===== src/rtl/core_lsu_pkg.sv =====
// Shared definitions for the core load/store unit: funct3 access encodings,
// handshake FSM state encodings and the byte-lane count derivation.
package core_lsu_pkg;

    localparam logic [2:0] LIS_B  = 3'b000;
    localparam logic [2:0] LIS_H  = 3'b001;
    localparam logic [2:0] LIS_W  = 3'b010;
    localparam logic [2:0] LIS_BU = 3'b100;
    localparam logic [2:0] LIS_HU = 3'b101;

    typedef enum logic [1:0] {
        ST_IDLE   = 2'd0,
        ST_REQ    = 2'd1,
        ST_WAIT_R = 2'd2,
        ST_RESP   = 2'd3
    } lsu_state_e;

    function automatic int lsu_transfer_width(input int data_width);
        return data_width / 8;
    endfunction

endpackage


===== src/rtl/core_lsu_align.sv =====
// Combinational lane logic: byte enables, store-data replication, access
// legality check and load-data extraction with sign/zero extension.
module core_lsu_align
    import core_lsu_pkg::*;
#(
    parameter int DATA_WIDTH     = 32,
    parameter int TRANSFER_WIDTH = 4,
    parameter int LIS_OP_WIDTH   = 3,
    parameter int OFF_W          = $clog2(TRANSFER_WIDTH)
) (
    input  logic                      we_i,
    input  logic [LIS_OP_WIDTH-1:0]   lis_op_i,
    input  logic [OFF_W-1:0]          offset_i,
    input  logic [DATA_WIDTH-1:0]     wdata_i,
    input  logic [DATA_WIDTH-1:0]     rdata_i,
    output logic [TRANSFER_WIDTH-1:0] be_o,
    output logic [DATA_WIDTH-1:0]     wdata_o,
    output logic                      err_o,
    output logic [DATA_WIDTH-1:0]     rdata_o
);

    localparam logic [TRANSFER_WIDTH-1:0] BE_ONE = TRANSFER_WIDTH'(1);
    localparam logic [TRANSFER_WIDTH-1:0] BE_TWO = TRANSFER_WIDTH'(3);

    logic [DATA_WIDTH-1:0] wdata_b;
    logic [DATA_WIDTH-1:0] wdata_h;
    logic [DATA_WIDTH-1:0] lane_shifted;

    // Every lane carries a copy, so the byte enables alone pick the target bytes.
    genvar gi;
    generate
        for (gi = 0; gi < TRANSFER_WIDTH; gi++) begin : g_lane
            assign wdata_b[gi*8 +: 8] = wdata_i[7:0];
            assign wdata_h[gi*8 +: 8] = wdata_i[(gi % 2)*8 +: 8];
        end
    endgenerate

    assign lane_shifted = rdata_i >> {offset_i, 3'b000};

    always_comb begin
        be_o    = '0;
        wdata_o = wdata_i;
        err_o   = 1'b0;
        case (lis_op_i)
            LIS_B, LIS_BU: begin
                be_o    = BE_ONE << offset_i;
                wdata_o = wdata_b;
            end
            LIS_H, LIS_HU: begin
                be_o    = BE_TWO << offset_i;
                wdata_o = wdata_h;
                err_o   = offset_i[0];
            end
            LIS_W: begin
                be_o  = '1;
                err_o = |offset_i;
            end
            default: err_o = 1'b1;
        endcase
        if (we_i && (lis_op_i == LIS_BU || lis_op_i == LIS_HU)) begin
            err_o = 1'b1;
        end
    end

    always_comb begin
        rdata_o = rdata_i;
        case (lis_op_i)
            LIS_B:   rdata_o = {{(DATA_WIDTH-8){lane_shifted[7]}}, lane_shifted[7:0]};
            LIS_BU:  rdata_o = {{(DATA_WIDTH-8){1'b0}}, lane_shifted[7:0]};
            LIS_H:   rdata_o = {{(DATA_WIDTH-16){lane_shifted[15]}}, lane_shifted[15:0]};
            LIS_HU:  rdata_o = {{(DATA_WIDTH-16){1'b0}}, lane_shifted[15:0]};
            default: rdata_o = rdata_i;
        endcase
    end

endmodule


===== src/rtl/core_lsu.sv =====
// Load/store unit with req/gnt/rvalid data-memory handshake and core stall.
// Optional watchdog on the memory handshake: define CORE_LSU_TIMEOUT_EN.
module core_lsu
    import core_lsu_pkg::*;
#(
    parameter int MEM_ADDR_WIDTH = 10,
    parameter int DATA_WIDTH     = 32,
    parameter int TRANSFER_WIDTH = lsu_transfer_width(DATA_WIDTH),
    parameter int LIS_OP_WIDTH   = 3,
    parameter int REG_ADDR_WIDTH = 5,
    parameter int TIMEOUT_CYCLES = 64
) (
    input  logic                      clk,
    input  logic                      rst_n,
    input  logic                      req_valid_i,
    output logic                      req_ready_o,
    input  logic                      we_i,
    input  logic [LIS_OP_WIDTH-1:0]   lis_op_i,
    input  logic [DATA_WIDTH-1:0]     addr_i,
    input  logic [DATA_WIDTH-1:0]     wdata_i,
    input  logic [REG_ADDR_WIDTH-1:0] rd_addr_i,
    output logic                      stall_o,
    output logic                      rsp_valid_o,
    output logic                      rsp_we_o,
    output logic [REG_ADDR_WIDTH-1:0] rd_addr_o,
    output logic [DATA_WIDTH-1:0]     rdata_o,
    output logic                      err_o,
    output logic                      mem_req_o,
    input  logic                      mem_gnt_i,
    output logic                      mem_we_o,
    output logic [MEM_ADDR_WIDTH-1:0] mem_addr_o,
    output logic [TRANSFER_WIDTH-1:0] mem_be_o,
    output logic [DATA_WIDTH-1:0]     mem_wdata_o,
    input  logic                      mem_rvalid_i,
    input  logic [DATA_WIDTH-1:0]     mem_rdata_i
);

    localparam int OFF_W = $clog2(TRANSFER_WIDTH);

    lsu_state_e                state_q, state_d;
    logic                      we_q, we_d;
    logic [LIS_OP_WIDTH-1:0]   op_q, op_d;
    logic [OFF_W-1:0]          off_q, off_d;
    logic [REG_ADDR_WIDTH-1:0] rd_q, rd_d;
    logic [MEM_ADDR_WIDTH-1:0] mem_addr_q, mem_addr_d;
    logic [TRANSFER_WIDTH-1:0] be_q, be_d;
    logic [DATA_WIDTH-1:0]     mem_wdata_q, mem_wdata_d;
    logic                      err_q, err_d;
    logic [DATA_WIDTH-1:0]     rdata_q, rdata_d;

    logic                      idle;
    logic                      al_we;
    logic [LIS_OP_WIDTH-1:0]   al_op;
    logic [OFF_W-1:0]          al_off;
    logic [TRANSFER_WIDTH-1:0] al_be;
    logic [DATA_WIDTH-1:0]     al_wdata;
    logic                      al_err;
    logic [DATA_WIDTH-1:0]     al_rdata;
    logic                      unused_addr;

    assign idle        = (state_q == ST_IDLE);
    assign unused_addr = ^{addr_i[DATA_WIDTH-1:MEM_ADDR_WIDTH+2]};

    // One aligner: live request fields while idle, captured fields afterwards
    // so the same instance also extracts the returning load data.
    assign al_we  = idle ? we_i : we_q;
    assign al_op  = idle ? lis_op_i : op_q;
    assign al_off = idle ? addr_i[OFF_W-1:0] : off_q;

    core_lsu_align #(
        .DATA_WIDTH     (DATA_WIDTH),
        .TRANSFER_WIDTH (TRANSFER_WIDTH),
        .LIS_OP_WIDTH   (LIS_OP_WIDTH),
        .OFF_W          (OFF_W)
    ) u_align (
        .we_i     (al_we),
        .lis_op_i (al_op),
        .offset_i (al_off),
        .wdata_i  (wdata_i),
        .rdata_i  (mem_rdata_i),
        .be_o     (al_be),
        .wdata_o  (al_wdata),
        .err_o    (al_err),
        .rdata_o  (al_rdata)
    );

`ifdef CORE_LSU_TIMEOUT_EN
    localparam int CNT_W = $clog2(TIMEOUT_CYCLES + 1);
    logic [CNT_W-1:0] cnt_q, cnt_d;
`else
    localparam int unused_timeout_cycles = TIMEOUT_CYCLES;
`endif

    always_comb begin
        state_d     = state_q;
        we_d        = we_q;
        op_d        = op_q;
        off_d       = off_q;
        rd_d        = rd_q;
        mem_addr_d  = mem_addr_q;
        be_d        = be_q;
        mem_wdata_d = mem_wdata_q;
        err_d       = err_q;
        rdata_d     = rdata_q;
        case (state_q)
            ST_IDLE: begin
                if (req_valid_i) begin
                    we_d        = we_i;
                    op_d        = lis_op_i;
                    off_d       = addr_i[OFF_W-1:0];
                    rd_d        = rd_addr_i;
                    mem_addr_d  = addr_i[MEM_ADDR_WIDTH+1:2];
                    be_d        = al_be;
                    mem_wdata_d = al_wdata;
                    err_d       = al_err;
                    rdata_d     = '0;
                    state_d     = al_err ? ST_RESP : ST_REQ;
                end
            end
            ST_REQ: begin
                if (mem_gnt_i) begin
                    state_d = we_q ? ST_RESP : ST_WAIT_R;
                end
            end
            ST_WAIT_R: begin
                if (mem_rvalid_i) begin
                    rdata_d = al_rdata;
                    state_d = ST_RESP;
                end
            end
            ST_RESP: state_d = ST_IDLE;
            default: state_d = ST_IDLE;
        endcase
`ifdef CORE_LSU_TIMEOUT_EN
        // Counter restarts whenever REQ or WAIT_R is entered; a completing
        // handshake in the final cycle wins over the timeout.
        cnt_d = '0;
        if ((state_q == ST_REQ || state_q == ST_WAIT_R) && state_d == state_q) begin
            if (cnt_q == CNT_W'(TIMEOUT_CYCLES - 1)) begin
                state_d = ST_RESP;
                err_d   = 1'b1;
            end else begin
                cnt_d = cnt_q + 1'b1;
            end
        end
`endif
    end

    always_ff @(posedge clk or negedge rst_n) begin
        if (!rst_n) begin
            state_q     <= ST_IDLE;
            we_q        <= 1'b0;
            op_q        <= '0;
            off_q       <= '0;
            rd_q        <= '0;
            mem_addr_q  <= '0;
            be_q        <= '0;
            mem_wdata_q <= '0;
            err_q       <= 1'b0;
            rdata_q     <= '0;
        end else begin
            state_q     <= state_d;
            we_q        <= we_d;
            op_q        <= op_d;
            off_q       <= off_d;
            rd_q        <= rd_d;
            mem_addr_q  <= mem_addr_d;
            be_q        <= be_d;
            mem_wdata_q <= mem_wdata_d;
            err_q       <= err_d;
            rdata_q     <= rdata_d;
        end
    end

`ifdef CORE_LSU_TIMEOUT_EN
    always_ff @(posedge clk or negedge rst_n) begin
        if (!rst_n) begin
            cnt_q <= '0;
        end else begin
            cnt_q <= cnt_d;
        end
    end
`endif

    assign req_ready_o = idle;
    assign stall_o     = (idle & req_valid_i) | (state_q == ST_REQ) | (state_q == ST_WAIT_R);
    assign mem_req_o   = (state_q == ST_REQ);
    assign mem_we_o    = we_q;
    assign mem_addr_o  = mem_addr_q;
    assign mem_be_o    = be_q;
    assign mem_wdata_o = mem_wdata_q;
    assign rsp_valid_o = (state_q == ST_RESP);
    assign err_o       = (state_q == ST_RESP) & err_q;
    assign rsp_we_o    = (state_q == ST_RESP) & ~we_q & ~err_q & (rd_q != '0);
    assign rd_addr_o   = rd_q;
    assign rdata_o     = rdata_q;

endmodule


===== config.mk =====
export PLATFORM = sky130hd
export DESIGN_NAME = core_lsu
export DESIGN_NICKNAME = d
export VERILOG_FILES = /design/src/rtl/core_lsu_pkg.sv /design/src/rtl/core_lsu_align.sv /design/src/rtl/core_lsu.sv
export SDC_FILE = /design/constraint.sdc
export NUM_CORES = 1
export LEC_CHECK = 0
export ABC_AREA = 1
export CAP_MARGIN = 10
export CORE_MARGIN = 2
export CORE_UTILIZATION = 33
export DETAILED_ROUTE_END_ITERATION = 7
export PLACE_DENSITY = 0.64
export SLEW_MARGIN = 30
export SYNTH_ARGS = -nofsm -noshare
export SYNTH_HDL_FRONTEND = slang
export SYNTH_HIERARCHICAL = 1
export SYNTH_SLANG_ARGS = --single-unit

===== constraint.sdc =====
create_clock -name clk -period 3.6 [get_ports clk]
set_clock_uncertainty 0.15 [all_clocks]
set_input_delay 0.36 -clock clk [delete_from_list [all_inputs] [get_ports clk]]
set_output_delay 0.36 -clock clk [all_outputs]
set_load 0.01 [all_outputs]

Yosys cells after proc, flatten, opt, wreduce, memory -nomap -nowiden
Cells that the tools add are included.
{"block": "word_totals", "ff_bits": 92}
{"block": "classes", "n_eq_ne": 10, "n_shift": 3, "mux": 17, "bitwise_logic": 9, "n_reduce_logical": 12}
{"operator": "case mux 32 bit (2 select lines)", "n": 2}
{"operator": "case mux 32 bit (4 select lines)", "n": 1}
{"operator": "2-to-1 mux 32 bit", "n": 2}
{"operator": "right shift 32 x 5 -> 16 bit", "n": 1}
{"operator": "case mux 4 bit (3 select lines)", "n": 1}
{"operator": "2-to-1 mux 2 bit", "n": 5}
{"operator": "case mux 2 bit (4 select lines)", "n": 1}
{"operator": "== test 3 bit, second input constant", "n": 2}
{"operator": "AND reduction 3 bit", "n": 2}
{"operator": "OR reduction 2 bit", "n": 3}
{"operator": "bitwise AND 1 bit", "n": 5}
{"operator": "nonzero test 5 bit", "n": 1}
{"operator": "== test 2 bit, second input constant", "n": 2}
{"operator": "inequality test 2 bit, second input constant", "n": 2}
{"operator": "<< shifter 1 x 2 -> 4 bit, first input constant", "n": 1}
{"operator": "<< shifter 2 x 2 -> 4 bit, first input constant", "n": 1}
{"operator": "== test 3 x 1 -> 1 bit, second input constant", "n": 1}
{"operator": "== test 3 x 2 -> 1 bit, second input constant", "n": 1}
{"operator": "logical NOT 3 bit", "n": 1}
{"operator": "2-to-1 mux 1 bit", "n": 3}
{"operator": "2-to-1 mux 3 bit", "n": 1}
{"operator": "case mux 1 bit (3 select lines)", "n": 1}
{"operator": "== test 2 x 1 -> 1 bit, second input constant", "n": 1}
{"operator": "logical NOT 2 bit", "n": 1}
{"operator": "other kinds (7)", "n": 9}

Depth between registers and ports, before layout
Gate-level depths: netlist (run 1).
{"block": "depth", "word_depth": 9, "ltp_mapped": 18}

Modules after synthesis
Netlist (run 1), hierarchy kept.
{"mod": "core_lsu", "instances": 1, "cells_per_inst": 487, "area_each_um2": 4140.2, "seq_area_each_um2": 2302.2}
{"mod": "core_lsu_align", "instances": 1, "cells_per_inst": 271, "area_each_um2": 1363.8, "seq_area_each_um2": 0.0}

Least setup slack after synthesis (run 1)
Ideal clock, no wire load.
{"block": "synth_path", "path_kind": "reg2reg", "startpoint": "register state_q[0]", "endpoint": "register rdata_q[12], in the netlist rdata_o[12]", "setup_time_ns": 0.118, "t_arrival_ns": 2.448, "slack_ns": 0.884, "stages_incl_launch_ff": 13, "path_cell_list": "dfrtp_1 inv_1 ha_1 inv_2 clkbuf_1 o21ai_0 nor3_2 nand2_4 buf_6 nand3_1 nand2_1 nand3b_1 nand2_1"}
{"block": "synth_between", "elab_chain_len": 6, "word_cells_on_any_way": 16}
{"element": "from (decl)", "line_no": "core_lsu.sv:40", "rtl": "lsu_state_e state_q, state_d;"}
{"element": "from (signal assigned)", "line_no": "core_lsu.sv:162", "rtl": "state_q <= state_d;"}
{"element": "logical NOT 2 bit (*)", "line_no": "core_lsu.sv:61", "rtl": "assign idle = (state_q == ST_IDLE);"}
{"element": "named net req_ready_o", "line_no": "core_lsu.sv:16", "rtl": "output logic req_ready_o,"}
{"element": "2-to-1 mux 3 bit (*)", "line_no": "core_lsu.sv:67", "rtl": "assign al_op = idle ? lis_op_i : op_q;"}
{"element": "named net al_op[2]", "line_no": "core_lsu.sv:53", "rtl": "logic [LIS_OP_WIDTH-1:0] al_op;"}
{"element": "== test 3 bit, or another cell as far along", "line_no": "core_lsu_align.sv:67", "rtl": "case (lis_op_i)"}
{"element": "case mux 32 bit (4 select lines) (*)", "line_no": "core_lsu_align.sv:67"}
{"element": "named net al_rdata[12]", "line_no": "core_lsu.sv:58", "rtl": "logic [DATA_WIDTH-1:0] al_rdata;"}
{"element": "2-to-1 mux 32 bit (*)", "line_no": "core_lsu.sv:126", "rtl": "if (mem_rvalid_i) begin"}
{"element": "case mux 32 bit (2 select lines) (*)", "line_no": "core_lsu.sv:105", "rtl": "case (state_q)"}
{"element": "to (signal assigned)", "line_no": "core_lsu.sv:171", "rtl": "rdata_q <= rdata_d;"}
{"element": "to (decl)", "line_no": "core_lsu.sv:49", "rtl": "logic [DATA_WIDTH-1:0] rdata_q, rdata_d;"}
Mark *: on every way through the listed nets, which the timed path passes. The rest lies on a longest branch. The select of a mux whose other input is x is not followed.
A chain may end at the register's enable or synchronous reset.

Final worst setup path (run 1)
{"block": "layout_path", "startpoint": "register state_q[0]", "endpoint": "register rdata_q[3], in the netlist rdata_o[3]"}
{"block": "layout_between", "elab_chain_len": 6, "word_cells_on_any_way": 16}
{"element": "logical NOT 2 bit (*)", "line_no": "core_lsu.sv:61"}
{"element": "2-to-1 mux 3 bit (*)", "line_no": "core_lsu.sv:67"}
{"element": "named net al_op[1]", "line_no": "core_lsu.sv:53"}
{"element": "== test 3 bit, or another cell as far along", "line_no": "core_lsu_align.sv:67"}
{"element": "case mux 32 bit (4 select lines) (*)", "line_no": "core_lsu_align.sv:67"}
{"element": "named net al_rdata[3]", "line_no": "core_lsu.sv:58"}
{"element": "2-to-1 mux 32 bit (*)", "line_no": "core_lsu.sv:126"}
{"element": "case mux 32 bit (2 select lines) (*)", "line_no": "core_lsu.sv:105"}
Marks and branches as above.

==> qor.csv, run 1 <==
stage,metric,value,unit
clock_tree,Root Buffer,clkbuf_16,
floorplan,row count,47,
yosys,Mean Syn Cell Area,7.261,um^2
sta,period utilisation layout,81.17,%
final_layout,share of cells above drive strength 1,5.531,%
floorplan,die span in x,133.1,um
sta,Final Max Slew Viols,0,
setup_path,Reg2Reg Capture Point,rdata_o[3],
detailed_routing,vias,5388,
yosys,Synth Area in Adders,1.364,%
hold_path,worst hold path class,primary input to flop,
yosys,largest family of logic cells by synthesized area,simple AND/OR/NAND/NOR gates,
sta,relative slew slack,49.37,%
global_route,first-pass GRT wire length,27540,um
yosys,Syn Std Cell Area,5504,um^2
power,sequential power share,25.4,%
final_layout,n_diodes,0,
sta,fmax,0.3422,GHz
final_layout,post-route cell area,7601,um^2
yosys,"Seq/Total Area, Yosys",41.83,%
clock_tree,H-tree levels,3,
yosys,Yosys warnings,6,
yosys,Mapped Cells,758,
global_route,vias in the first global route,4949,
setup_path,crit-path cells,"inv_1, ha_1, inv_2, nand2_1, o21ai_4, buf_4, nor2_1, o21a_1, o21ai_0, nand3_1, nand2_1, nand3b_1, nand2_1",
global_route,grt total ovfl,0,
power,Clk pwr share,14.9,%
sta,RSZ-0062 raised after global routing,false,
place,DP Wirelength,11800,um
setup_path,Setup crit start,state_q[0],
status,status,finished clean,
yosys,Synth Area in XOR/XNOR,0,%
sta,setup TNS,0,ns
power,Comb power frac,59.8,%
global_route,initial antenna violation count,0,
floorplan,die height,133.1,um
setup_path,startpoint types,flop,
clock_tree,worst skew pair latency,0.35,ns
global_route,largest net degree at the start of global routing,72,
power,Pleak,3.726,nW
power,total power,7.029,mW
sta,final setup vio count,0,
detailed_routing,routed wire length per instance,15.25,um
yosys,Synth Area in Simple Gates,41.17,%
power,Int Power,3.870,mW
power,VDD IR-drop max,0.5235,mV
power,Switching Power,3.159,mW
flow_run,max-cap violations,0,
setup_path,Worst EP arrival,3.01,ns
clock_tree,CTS Buffer Depth,2,
detailed_routing,vias per cell,4.794,
setup_path,CP max stage cell,buf_4,
floorplan,die area,17730,um^2
hold_path,Hold Startpoint,req_valid_i,
setup_path,worst path required time,3.69,ns
global_route,gr usage total,19.63,%
power,Sw Ratio,44.94,%
clock_tree,Num CTS Buffers,9,
place,Port Buffers,179,
setup_path,CP Class,flop to flop,
setup_path,Reg2Reg Depth,13,
sta,post-layout minimum cycle time,2.922,ns
setup_path,worst flop-to-flop path startpoint,state_q[0],
floorplan,core area,16470,um^2
detailed_routing,initial drt markers,428,
setup_path,CP Max Fanout,56,
floorplan,# IOs,200,
detailed_routing,Final ANT Viol Nets,0,
clock_tree,clock transition at the registers of the reported paths,0.07,ns
detailed_routing,WL final,17150,um
setup_path,Worst Setup EP,rdata_o[3],
detailed_routing,DR DRC count,0,
yosys,post-synthesis register bit count,92,
clock_tree,clk sink count,92,
detailed_routing,Initial DRT Pass Iterations,5,
clock_tree,CTS tree,yes,
yosys,Synth Area in Compound Gates,6.342,%
final_layout,Nets,1015,
place,Area after DPL,7264,um^2
yosys,Synthesized Nets,874,
setup_path,"most used cell, CP",nand2_1,
power,PD cells,924.7,nW/um^2
sta,worst slew pin tran,0.7567,ns
yosys,Unique masters post-synth,26,
setup_path,Reg2Reg Setup Slack,0.68,ns
place,gpl congestion,0.9244,
yosys,post-synthesis mux area share,0,%
final_layout,Area growth syn-to-layout,38.10,%
sta,Final Hold Fails,0,
setup_path,max incr delay on CP,0.53,ns
setup_path,Worst Setup End Kind,flop,
floorplan,Starting Density,33.43,%
==> power by group through the flow <==
stage                     Combinational, mW  Sequential, mW  Clock, mW
after floorplan                        2.51            1.98          0
after global placement                 4.19            1.79          0
after detailed placement               4.21            1.80          0
after CTS                              4.23            1.79       1.08
after global routing                   4.65            1.85       1.12
final                                  4.20            1.79       1.04
==> synthesized netlist by cell type, drive strengths merged <==
| library cell | number | share of area, % |
|---|---|---|
| nand3b | 32 | 4.4 |
| buf | 50 | 6.5 |
| nand2 | 339 | 24 |
| nor2 | 16 | 1.8 |
| o211ai | 5 | 0.68 |
| nor3 | 2 | 0.27 |
| ha | 6 | 1.4 |
| clkbuf | 11 | 0.75 |
| o21a | 8 | 1.1 |
| a21oi | 4 | 0.36 |
| o21ai | 44 | 4.1 |
| inv | 30 | 2.0 |
| o21bai | 1 | 0.14 |
| nand3 | 118 | 11 |
| dfrtp | 92 | 42 |
==> state kept, by name (all words and copies together) (netlist names) <==
name and count:
err_q 1, mem_wdata_o 32, op_q 3, state_q 2
mem_be_o 4, mem_addr_o 10, off_q 2, rd_addr_o 5
mem_we_o 1, rdata_o 32
==> worst max-delay path: cells and delay by family, from the launching register on <==
kind	cells	cell delay (ns)
flip-flops	1	0.43
AND/OR/NAND/NOR	6	0.73
buffers and inverters	3	0.90
AO/OA/AOI/OAI	3	0.33
adder cells (fa/ha/maj)	1	0.24
==> logic make-up after synthesis <==
group,count (synthesis)
AOI/OAI and AO/OA,62
adders and majority gates,6
buffers and inverters,91
DFF,92
and+or+nand+nor,507
==> worst min-delay path by stage <==
| stage | cells past startpoint | slack, ns | end |
|---|---|---|---|
| finish | 3 | 0.26 | mem_be_o[2] |
| global route | 3 | 0.29 | mem_be_o[2] |
| CTS | 1 | 0.04 | rdata_o[25] |
| detailed placement | 2 | 0.31 | mem_wdata_o[22] |
| global placement | 2 | 0.30 | mem_addr_o[2] |
| floorplan | 0 | -0.09 | err_q |
==> placed cells by master, fill, tap and decap left out, types with 2 or more instances in the layout <==
cell type / count
clkdlybuf4s50_1: 177
o21a_1: 8
nand2_1: 333
nand3b_1: 32
inv_1: 24
nand2_2: 3
nor2_1: 13
clkbuf_16: 9
ha_1: 5
nor2_8: 2
buf_4: 11
a21oi_1: 4
o21ai_0: 39
bufinv_16: 2
o21ai_1: 2
o21ai_2: 2
inv_6: 2
inv_2: 6
nand3_1: 116
o211ai_1: 5
nand2_4: 3
dfrtp_1: 92
==> area by class of cell <==
type | instances | area (um^2)
clock buffer | 10 | 229.0
clock inverter | 6 | 93.84
timing repair buffer | 191 | 1881
multi-input combinational | 575 | 2708
fill | 1658 | 8865
sequential | 92 | 2302
tap | 220 | 275.3
inverter | 30 | 112.6
==> layer usage <==
layer / vias up / global-route usage [%] / routed length (um)
li1: 2709 / - / -
met1: 2470 / 27.67 / 7810
met2: 182 / 29.76 / 7795
met3: 27 / 3.729 / 1051
met4: 0 / 8.038 / 488
met5: - / 0 / 0
==> per-stage QoR <==
stage                     hold WS, ns  setup slack [ns]  std cells  util (%)
after floorplan              -0.08559            0.8839        758         -
after global placement         0.3031            0.5437       1107     44.12
after detailed placement       0.3078            0.7043       1107     44.12
after CTS                     0.03727            0.6929       1123     46.08
after global routing           0.2896            0.4098       1124     46.16
final                          0.2565            0.6779       1124     46.16
==> what timing repair did <==
action                                  4_1_cts  5_1_grt
setup buffers                                 0        0
endpoints found under the hold margin         0       69
hold buffers                                  0        1
endpoints found under the setup margin        0        0
gates resized for setup                       0        0
Note: power is estimated with default switching activity, not from simulation.
==> run 2, diff against run 1 <==
--- a/config.mk
+++ b/config.mk
@@ -10,7 +10,7 @@
 export CORE_MARGIN = 2
 export CORE_UTILIZATION = 33
 export DETAILED_ROUTE_END_ITERATION = 7
-export PLACE_DENSITY = 0.64
+export PLACE_DENSITY = 0.67
 export SLEW_MARGIN = 30
 export SYNTH_ARGS = -nofsm -noshare
 export SYNTH_HDL_FRONTEND = slang
==> constraint.sdc (replaced) <==
create_clock -name clk -period 2.5 [get_ports clk]
set_clock_uncertainty 0.15 [all_clocks]
set_input_delay 0.25 -clock clk [delete_from_list [all_inputs] [get_ports clk]]
set_output_delay 0.25 -clock clk [all_outputs]
set_load 0.01 [all_outputs]
==> run 2 against run 1 <==
Routed wire length decreased by 1.7%. Worst setup slack worse by 0.48 ns. Final cell count is 2.1% higher. Sequential power up 43%. Sequential share of layout area decreased by 0.72 points. First-iteration DRC count rose by 7.2%. Largest cell class unchanged. Largest power group unchanged.
==> qor.csv, run 2 (synthesis gave the netlist of run 1 again) <==
stage,metric,value,unit,change
floorplan,row count,47,,unchanged
setup_path,CP Max Fanout,5,,-91%
clock_tree,clk sink count,92,,unchanged
detailed_routing,DR DRC count,0,,unchanged
floorplan,core area,16470,um^2,unchanged
clock_tree,clock transition at the registers of the reported paths,0.07,ns,about the same
floorplan,die span in x,133.1,um,unchanged
place,Port Buffers,179,,unchanged
setup_path,CP Class,flop to output pin,,
detailed_routing,Met1 Wirelength,7673,um,-1.8%
detailed_routing,Final ANT Viol Nets,0,,unchanged
power,Clk pwr share,13.1,%,-1.8 points
hold_path,Hold EP,rd_addr_o[3],,
power,total power,10.37,mW,+48%
sta,RSZ-0062 raised after global routing,false,,
sta,setup TNS,0,ns,unchanged
power,PD cells,1332,nW/um^2,+44%
sta,worst slew pin tran,0.6381,ns,-0.1185 ns
setup_path,worst path required time,2.10,ns,-1.59 ns
place,DP Wirelength,12070,um,+2.3%
setup_path,worst flop-to-flop path startpoint,state_q[1],,
detailed_routing,met3 wire len,1031,um,-1.9%
setup_path,Worst EP arrival,1.90,ns,-1.11 ns
detailed_routing,wire length on met2,7715,um,-1.0%
floorplan,# IOs,200,,unchanged
sta,Final Hold Fails,0,,unchanged
final_layout,most frequent cells in the layout,"333 x nand2_1, 177 x clkdlybuf4s50_1, 116 x nand3_1",,
final_layout,Nets,1039,,+2.4%
final_layout,Area growth syn-to-layout,41.44,%,
final_layout,"Core Util, Final",47.28,%,+1.1 points
flow_run,max-cap violations,0,,unchanged
detailed_routing,routed wire length per instance,14.69,um,-3.7%
clock_tree,H-tree levels,3,,unchanged
sta,period utilisation layout,92.15,%,
global_route,largest net degree at the start of global routing,66,,-8.3%
sta,post-layout minimum cycle time,2.304,ns,
power,sequential power share,24.7,%,-0.7 points
setup_path,Worst Setup End Kind,output pin,,
global_route,gr usage total,19.19,%,-0.43 points
detailed_routing,vias,5478,,+1.7%
global_route,initial antenna violation count,0,,unchanged
clock_tree,CTS Buffer Depth,2,,unchanged
global_route,vias in the first global route,5116,,+3.4%
setup_path,CP max stage cell,clkdlybuf4s50_1,,
setup_path,Reg2Reg Depth,12,,-1
final_layout,share of cells above drive strength 1,8.190,%,+2.7 points
power,Comb power frac,62.2,%,+2.4 points
sta,final setup vio count,0,,unchanged
detailed_routing,top layer in use,met4,,
detailed_routing,initial drt markers,459,,+7.2%
place,dpl ws,0.08361,ns,-0.6207 ns
final_layout,"most common cell after layout, fill and taps aside",nand2_1,,
status,status,finished clean,,
setup_path,crit-path cells,"buf_4, ha_1, nand2_1, nor2_1, o21ai_0, inv_1, clkdlybuf4s50_1",,
floorplan,die height,133.1,um,unchanged
hold_path,worst hold path class,primary input to flop,,
setup_path,Setup crit start,state_q[1],,
power,Int Power,5.745,mW,+48%
setup_path,startpoint types,flop,,
clock_tree,Root Buffer,clkbuf_16,,
global_route,grt total ovfl,0,,unchanged
power,Switching Power,4.628,mW,+47%
sta,Final Max Slew Viols,0,,unchanged
global_route,first-pass GRT wire length,27160,um,-1.4%
power,Sw Ratio,44.61,%,-0.33 points
final_layout,n_diodes,0,,unchanged
sta,final worst-path setup slack,0.1962,ns,-0.4817 ns
sta,relative slew slack,57.46,%,+8.1 points
setup_path,Reg2Reg Setup Slack,0.22,ns,-0.46 ns
power,VDD IR-drop max,0.5417,mV,+3.5%
floorplan,Starting Density,33.43,%,unchanged
detailed_routing,Initial DRT Pass Iterations,5,,unchanged
floorplan,die area,17730,um^2,unchanged
place,gpl congestion,0.8960,,-3.1%
clock_tree,Num CTS Buffers,9,,unchanged
detailed_routing,WL final,16860,um,-1.7%
hold_path,hold depth,3,,unchanged
setup_path,Reg2Reg Capture Point,rdata_o[6],,
setup_path,max incr delay on CP,0.52,ns,about the same
power,Pleak,3.840,nW,+3.1%
hold_path,Hold Startpoint,req_valid_i,,
detailed_routing,vias per cell,4.772,,-0.46%
sta,fmax,0.4341,GHz,
clock_tree,CTS tree,yes,,
clock_tree,worst skew pair latency,0.35,ns,about the same
-- run 2: area by class of cell --
class | count | area, um^2
Clock inverter | 6 | 52.55
Multi-Input combinational cell | 575 | 2731
Sequential cell | 92 | 2302
Fill cell | 1667 | 8681
Timing Repair Buffer | 215 | 2069
Inverter | 30 | 115.1
Tap cell | 220 | 275.3
Clock buffer | 10 | 239.0
-- run 2: worst max-delay path by stage --
stage / endpoint / slack [ns] / cells past startpoint
after detailed placement: rdata_o[21] / 0.08 / 12
after floorplan: rdata_o[19] / 0.001 / 14
final: rsp_we_o / 0.20 / 7
after global placement: rdata_o[6] / 0.1 / 12
after global routing: rdata_o[8] / 0.03 / 13
after CTS: rdata_o[21] / 0.05 / 12
-- run 2: metal layers --
layer | vias up | global-route usage (%)
met3 | 28 | 3.463
met4 | 0 | 7.447
met1 | 2512 | 26.76
met5 | - | 0
li1 | 2756 | -
met2 | 182 | 29.82
-- run 2: metrics by stage --
| stage | instances | hold slack (ns) | area (um^2) |
|---|---|---|---|
| after global routing | 1148 | 0.1298 | 7785 |
| after detailed placement | 1129 | 0.1057 | 7442 |
| after CTS | 1146 | 0.1213 | 7744 |
| after global placement | 1129 | 0.09982 | 7442 |
| final | 1148 | 0.1290 | 7785 |
| after floorplan | 758 | -0.1956 | 5504 |
-- run 2: power groups by stage --
stage | clock network [mW] | registers (mW) | logic [mW]
after global routing | 1.45 | 2.66 | 7.19
after detailed placement | 0 | 2.59 | 6.37
after global placement | 0 | 2.56 | 6.37
after CTS | 1.40 | 2.58 | 6.41
after floorplan | 0 | 2.85 | 3.61
final | 1.35 | 2.56 | 6.45
-- run 2: worst max-delay path: cells and delay by family, from the launching register on --
family                   cells  cell delay [ns]
flip-flops                   1             0.35
AO/OA/AOI/OAI                1             0.10
AND/OR/NAND/NOR              2             0.20
adder cells (fa/ha/maj)      1             0.19
buffers and inverters        3             0.72
-- run 2: repair_timing --
item | CTS | global route
endpoints found under the setup margin | 0 | 29
gates resized for setup | 0 | 6
endpoints found under the hold margin | 36 | 0
hold buffers | 1 | 0
setup buffers | 0 | 2
